===== config.mk =====
export PLATFORM = sky130hd
export DESIGN_NAME = boot_mem_arbiter
export DESIGN_NICKNAME = d
export VERILOG_FILES = /design/src/rtl/boot_mem_arbiter.sv
export SDC_FILE = /design/constraint.sdc
export NUM_CORES = 1
export LEC_CHECK = 0
export ABC_AREA = 1
export BUFFER_PORTS_ARGS = -buffer_cell sky130_fd_sc_hd__buf_4
export CAP_MARGIN = 20
export CORE_MARGIN = 2
export CORE_UTILIZATION = 57
export DETAILED_ROUTE_END_ITERATION = 8
export PLACE_DENSITY = 0.95
export SETUP_SLACK_MARGIN = 0.5
export SYNTH_ARGS = -nofsm -noshare
export SYNTH_HDL_FRONTEND = slang
export SYNTH_SLANG_ARGS = --single-unit

===== constraint.sdc =====
create_clock -name clk -period 4.5 [get_ports clk]
set_input_delay 0.9 -clock clk [delete_from_list [all_inputs] [get_ports clk]]
set_output_delay 0.9 -clock clk [all_outputs]
set_load 0.02 [all_outputs]

===== src/rtl/boot_mem_arbiter.sv =====
`timescale 1ns/1ps
// -----------------------------------------------------------------------------
// boot_mem_arbiter
//
// Owns the single memory port in front of the multicycle core. Out of reset the
// core is held stalled while a UART bootloader receives a little-endian 32-bit
// word count followed by that many little-endian program words. Each word is
// written to memory at consecutive word addresses starting at BOOT_BASE. Once
// the last word is written, the memory port is handed to the core for good and
// core_run is raised.
//
// Optional feature (macro BOOT_CHECKSUM_EN): after the last data word a 4-byte
// little-endian trailer is received and compared with the mod-2^32 sum of all
// written words. A match releases the core. A mismatch parks the loader in an
// error state with boot_err set until reset. Without the macro, there is no
// trailer and boot_err is tied low.
//
// Parameters
//   BOOT_BASE      byte address of the first loaded word
//   CNT_W          width of the word counter (length bits [CNT_W-1:0] used)
// Ports
//   clk            system clock
//   rstn           asynchronous active-low reset
//   rx_valid       one-cycle strobe, rx_data holds a received byte
//   rx_data        received byte
//   core_adr       core memory address
//   core_writedata core store data
//   core_memwrite  core store strobe
//   mem_adr        address to memory
//   mem_writedata  store data to memory
//   mem_memwrite   store strobe to memory
//   core_run       high = core may execute, low = core held stalled
//   boot_err       sticky checksum error (always 0 without BOOT_CHECKSUM_EN)
// -----------------------------------------------------------------------------
module boot_mem_arbiter #(
   parameter logic [31:0] BOOT_BASE = 32'h0000_0000,
   parameter int          CNT_W     = 16
) (
   input  logic        clk,
   input  logic        rstn,
   input  logic        rx_valid,
   input  logic [7:0]  rx_data,
   input  logic [31:0] core_adr,
   input  logic [31:0] core_writedata,
   input  logic        core_memwrite,
   output logic [31:0] mem_adr,
   output logic [31:0] mem_writedata,
   output logic        mem_memwrite,
   output logic        core_run,
   output logic        boot_err
);

   typedef enum logic [2:0] {
      S_LEN   = 3'd0,
      S_DATA  = 3'd1,
      S_WRITE = 3'd2,
      S_RUN   = 3'd3
`ifdef BOOT_CHECKSUM_EN
      ,
      S_SUM   = 3'd4,
      S_ERR   = 3'd5
`endif
   } state_t;

   // State entered once every data word has been written (or when len is 0).
`ifdef BOOT_CHECKSUM_EN
   localparam state_t S_DONE = S_SUM;
`else
   localparam state_t S_DONE = S_RUN;
`endif

   state_t           state_reg, state_next;
   logic [1:0]       bidx_reg;
   logic [CNT_W-1:0] widx_reg;
   logic [CNT_W-1:0] len_reg;
   // Only bytes 0..2 need storing: byte 3 is consumed straight from rx_data
   // in the same cycle that completes the word.
   logic [23:0]      sbuf_reg;
   logic [31:0]      wreg_reg;
`ifdef BOOT_CHECKSUM_EN
   logic [31:0]      sum_reg;
`endif

   logic [31:0]      rx_word;
   logic             last_byte;
   logic             accept;
   logic [CNT_W-1:0] len_value;
   logic [CNT_W-1:0] widx_inc;
   logic             last_word;
   logic [31:0]      loader_adr;

   assign rx_word    = {rx_data, sbuf_reg};
   assign len_value  = rx_word[CNT_W-1:0];
   // widx never exceeds len-1, so the increment cannot wrap.
   assign widx_inc   = widx_reg + CNT_W'(1);
   assign last_word  = (widx_inc == len_reg);
   assign loader_adr = BOOT_BASE + 32'({widx_reg, 2'b00});

   // Bytes are collected in every loading state, including the single
   // S_WRITE cycle, so a byte arriving back-to-back is never dropped.
   always_comb begin
      accept = 1'b0;
      case (state_reg)
         S_LEN, S_DATA, S_WRITE: accept = rx_valid;
`ifdef BOOT_CHECKSUM_EN
         S_SUM:                  accept = rx_valid;
`endif
         default:                accept = 1'b0;
      endcase
   end

   assign last_byte = accept && (bidx_reg == 2'd3);

   // State register
   always_ff @(posedge clk or negedge rstn) begin
      if (!rstn) begin
         state_reg <= S_LEN;
      end else begin
         state_reg <= state_next;
      end
   end

   // Next state and memory-port multiplexing
   always_comb begin
      state_next    = state_reg;
      mem_adr       = loader_adr;
      mem_writedata = wreg_reg;
      mem_memwrite  = 1'b0;
      core_run      = 1'b0;
      boot_err      = 1'b0;
      case (state_reg)
         S_LEN: begin
            if (last_byte) begin
               state_next = (len_value == '0) ? S_DONE : S_DATA;
            end
         end
         S_DATA: begin
            if (last_byte) begin
               state_next = S_WRITE;
            end
         end
         S_WRITE: begin
            mem_memwrite = 1'b1;
            state_next   = last_word ? S_DONE : S_DATA;
         end
         S_RUN: begin
            mem_adr       = core_adr;
            mem_writedata = core_writedata;
            mem_memwrite  = core_memwrite;
            core_run      = 1'b1;
         end
`ifdef BOOT_CHECKSUM_EN
         S_SUM: begin
            if (last_byte) begin
               state_next = (rx_word == sum_reg) ? S_RUN : S_ERR;
            end
         end
         S_ERR: begin
            boot_err = 1'b1;
         end
`endif
         default: begin
            state_next = S_LEN;
         end
      endcase
   end

   // Loader datapath
   always_ff @(posedge clk or negedge rstn) begin
      if (!rstn) begin
         bidx_reg <= 2'd0;
         widx_reg <= '0;
         len_reg  <= '0;
         sbuf_reg <= '0;
         wreg_reg <= '0;
`ifdef BOOT_CHECKSUM_EN
         sum_reg  <= '0;
`endif
      end else begin
         if (accept) begin
            bidx_reg <= bidx_reg + 2'd1;
            if (bidx_reg != 2'd3) begin
               sbuf_reg[8*bidx_reg +: 8] <= rx_data;
            end
         end
         if (state_reg == S_LEN && last_byte) begin
            len_reg <= len_value;
         end
         if (state_reg == S_DATA && last_byte) begin
            wreg_reg <= rx_word;
         end
         if (state_reg == S_WRITE) begin
            widx_reg <= widx_inc;
`ifdef BOOT_CHECKSUM_EN
            sum_reg  <= sum_reg + wreg_reg;
`endif
         end
      end
   end

endmodule


==> impl_metrics.env <==
export IMPL_synth_top_family_by_area="simple AND/OR/NAND/NOR gates"
export IMPL_synth_warnings=0
export IMPL_first_pass_iters=6
export IMPL_synth_simple_gate_area_share_pct=31.4
export IMPL_period_share_pct=66.5
export IMPL_min_path_cells=2
export IMPL_drc=0
export IMPL_ant_nets=0
export IMPL_num_vias=4880
export IMPL_tritoncts="yes"
export IMPL_regArea_sq_um=2300
export IMPL_cts_num_sinks=92
export IMPL_yosys_area_top_type="dfrtp_1"
export IMPL_ys_seq_elements=92
export IMPL_grt_usage_pct=27.9
export IMPL_min_to="wreg_reg[11]"
export IMPL_power_frac_comb_pct=51.2
export IMPL_grt_max_degree=65
export IMPL_syn_to_final_growth_pct=25.6
export IMPL_met2_length_microns=6840
export IMPL_ir_worst_vdd_v=0.000436
export IMPL_met1_length_microns=5530
export IMPL_cp_required_ns=3.60
export IMPL_start_util_pct=58.2
export IMPL_topRoutingLayerUsed="met4"
export IMPL_gp_congestion=0.880
export IMPL_num_fill_cells=652
export IMPL_p_switching_mw=1.76
export IMPL_p_int_mw=2.10
export IMPL_antenna_found_initial=0
export IMPL_dp_cells=908
export IMPL_path_cells="nand2_2, inv_2, nand2_1, nand2_1, buf_4"
export IMPL_htreeDepth=3
export IMPL_final_nets=893
export IMPL_min_delay_start="wreg_reg[11]"
export IMPL_drive_above_1_share_pct=22.8
export IMPL_cts_setup_buffers=0
export IMPL_yosysSeqAreaShare_pct=45.8
export IMPL_synth_area_per_cell_sq_um=7.33
export IMPL_grt_pass1_vias=4779
export IMPL_outcome="completed"
export IMPL_synth_top_area_share_pct=45.8
export IMPL_setup_viol=0
export IMPL_viasPerCell=5.29
export IMPL_cts_root_buf="clkbuf_8"
export IMPL_rows=34
export IMPL_clk_pin_slew_ns=0.10
export IMPL_multi_input_area_sq_um=2300
export IMPL_rr_endpoint="sbuf_reg[6]"
export IMPL_n_antenna_cell=0
export IMPL_grt_overflow=0
export IMPL_synthCells=686
export IMPL_hold_viol=0
export IMPL_synthFlopType="dfrtp_1"
export IMPL_critical_path_arrival_ns=2.09
export IMPL_coreArea_sq_um=8640
export IMPL_p_clk_share_pct=14.9
export IMPL_met3_wirelength_microns=780
export IMPL_synthMuxAreaShare_pct=1.79
export IMPL_ys_types=29
export IMPL_critPathMaxStageDelay_ns=0.72
export IMPL_tightest_slew_ns=0.991
export IMPL_slowest_stage="inv_2"
export IMPL_power_per_cell_area_nw_per_um2=611
export IMPL_finalSetupTns_ns=0
export IMPL_numCtsBuffers=9
export IMPL_synth_compound_area_share_pct=9.83
export IMPL_end_kind="output port"
export IMPL_avgRoutedWirePerCell_microns=14.5
export IMPL_path_class="flop to output port"
export IMPL_min_delay_path_class="flop to flop"
export IMPL_synth_adder_area_share_pct=1.49
export IMPL_finalMaxSlewViolations=0
export IMPL_synth_area_sq_um=5030
export IMPL_rsz0062_at_grt="no"
export IMPL_place_hpwl_microns=9830
export IMPL_routed_wl_microns=13400
export IMPL_startpoint_type="flop"
export IMPL_worst_path_max_fanout=64
export IMPL_synthTopCellsByCount="244 x nand2_1, 97 x o21ai_0, 92 x dfrtp_1"
export IMPL_path_buf_inv=2
export IMPL_cpMostUsedCell="nand2_1"
export IMPL_path_depth=5
export IMPL_async_flop_share_pct=100
export IMPL_synth_xor_area_share_pct=1.17
export IMPL_p_sw_share_pct=45.6
export IMPL_reg2reg_from="bidx_reg[0]"
export IMPL_largest_register_ffs=32
export IMPL_relSlewSlack_pct=33.8
export IMPL_synth_edf_count=0
export IMPL_io_pins=143
export IMPL_cpLargestDelayFamily="buffers and inverters"
export IMPL_skew_ns=0.0122
export IMPL_cts_resized=0
export IMPL_sequentialPowerShare_pct=33.9
export IMPL_fp_dieH_microns=97.9
export IMPL_design_die_area_sq_um=9580
export IMPL_synth_area_leaders="dfrtp_1 46%, nand2_1 18%, o21ai_0 9.7%, inv_1 5.8%, nand4_1 3.2%"
export IMPL_leakagePower_nw=3.23
export IMPL_hold_buffers=0
export IMPL_r2r_slack_ns=2.06
export IMPL_clockBufferDepth=2
export IMPL_post_synth_top_count_cell="nand2_1"
export IMPL_syn_nets=768
export IMPL_r2r_cells=5
export IMPL_clk_latency_ns=0.37
export IMPL_period_minus_slack_ns=2.99
export IMPL_portBuffers=141
export IMPL_fp_dieW_microns=97.9
export IMPL_cap_violations=0
export IMPL_fmaxAchievable_mhz=334
export IMPL_grt_pass1_wl_microns=21900
export IMPL_first_iter_violations=318
export IMPL_stdcell_count=923
-- metrics by stage --
step	area, sq um	total power [mW]	setup slack [ns]	hold slack [ns]	util, %
CTS	6310	3.86	1.50	0.499	73.1
global route	6310	4.10	1.28	0.525	73.1
floorplan	5030	2.54	2.24	0.453	-
finish	6310	3.86	1.51	0.496	73.1
global placement	6120	3.18	1.99	0.471	70.8
detailed placement	6120	3.28	1.90	0.475	70.8
-- power by group through the flow --
| stage | Sequential [mW] | Combinational, mW | Clock (mW) |
|---|---|---|---|
| detailed placement | 1.32 | 1.97 | 0 |
| floorplan | 1.24 | 1.29 | 0 |
| CTS | 1.30 | 1.98 | 0.571 |
| finish | 1.31 | 1.97 | 0.575 |
| global route | 1.34 | 2.16 | 0.605 |
| global placement | 1.29 | 1.89 | 0 |
-- cell usage in the layout, fill, tap and decap left out --
cell type / n
nand3_1: 32
nand2_1: 244
conb_1: 1
or2_2: 1
inv_6: 1
nor4_1: 4
o21ai_2: 1
inv_8: 1
clkinv_2: 1
nor2_1: 38
ha_1: 6
xor3_1: 1
nand4_1: 26
mux2_2: 8
nand2_2: 4
dfrtp_1: 92
bufinv_16: 1
xor2_1: 3
clkinvlp_4: 3
nor3_1: 1
nand3b_1: 4
nor3b_1: 1
nor2_2: 6
buf_4: 144
and2_1: 1
inv_2: 1
inv_1: 77
xnor2_1: 1
o21ai_0: 97
clkbuf_8: 9
nor2_4: 5
-- layout make-up --
| cell class | count | area share, % |
|---|---|---|
| clock inverters | 6 | 1.15 |
| well taps | 108 | 2.14 |
| repair buffers | 144 | 17.1 |
| clock buffers | 9 | 1.96 |
| inverters | 79 | 4.72 |
| multi-input cells | 485 | 36.5 |
| flip-flops and latches | 92 | 36.5 |
-- per-layer routing --
layer / vias to the layer above / global-route usage [%]
met5: - / 0
met4: 0 / 9.83
met3: 26 / 4.01
met2: 169 / 49.8
met1: 2267 / 34.6
li1: 2418 / -
-- tightest hold or removal path, cell delays in order (launching register included) --
cell and delay [ns]:
dfrtp_1 0.36, nand2_1 0.05, o21ai_0 0.06
-- cell families after synthesis --
| kind of cell | count (synthesis) |
|---|---|
| simple gates | 367 |
| other cells | 1 |
| mux | 8 |
| flops | 92 |
| xor+xnor | 5 |
| compound gates | 98 |
| buf+inv | 109 |
| fa+ha+maj | 6 |
-- worst max-delay path by stage --
stage                 start                end
2_1_floorplan  state_reg[0]        mem_adr[12]
3_3_place_gp       rx_valid       wreg_reg[31]
3_5_place_dp   state_reg[0]  mem_writedata[24]
4_1_cts        state_reg[0]  mem_writedata[24]
5_1_grt        state_reg[0]        mem_adr[11]
6_report       state_reg[0]  mem_writedata[24]
Power figures use the tool's default switching activity.
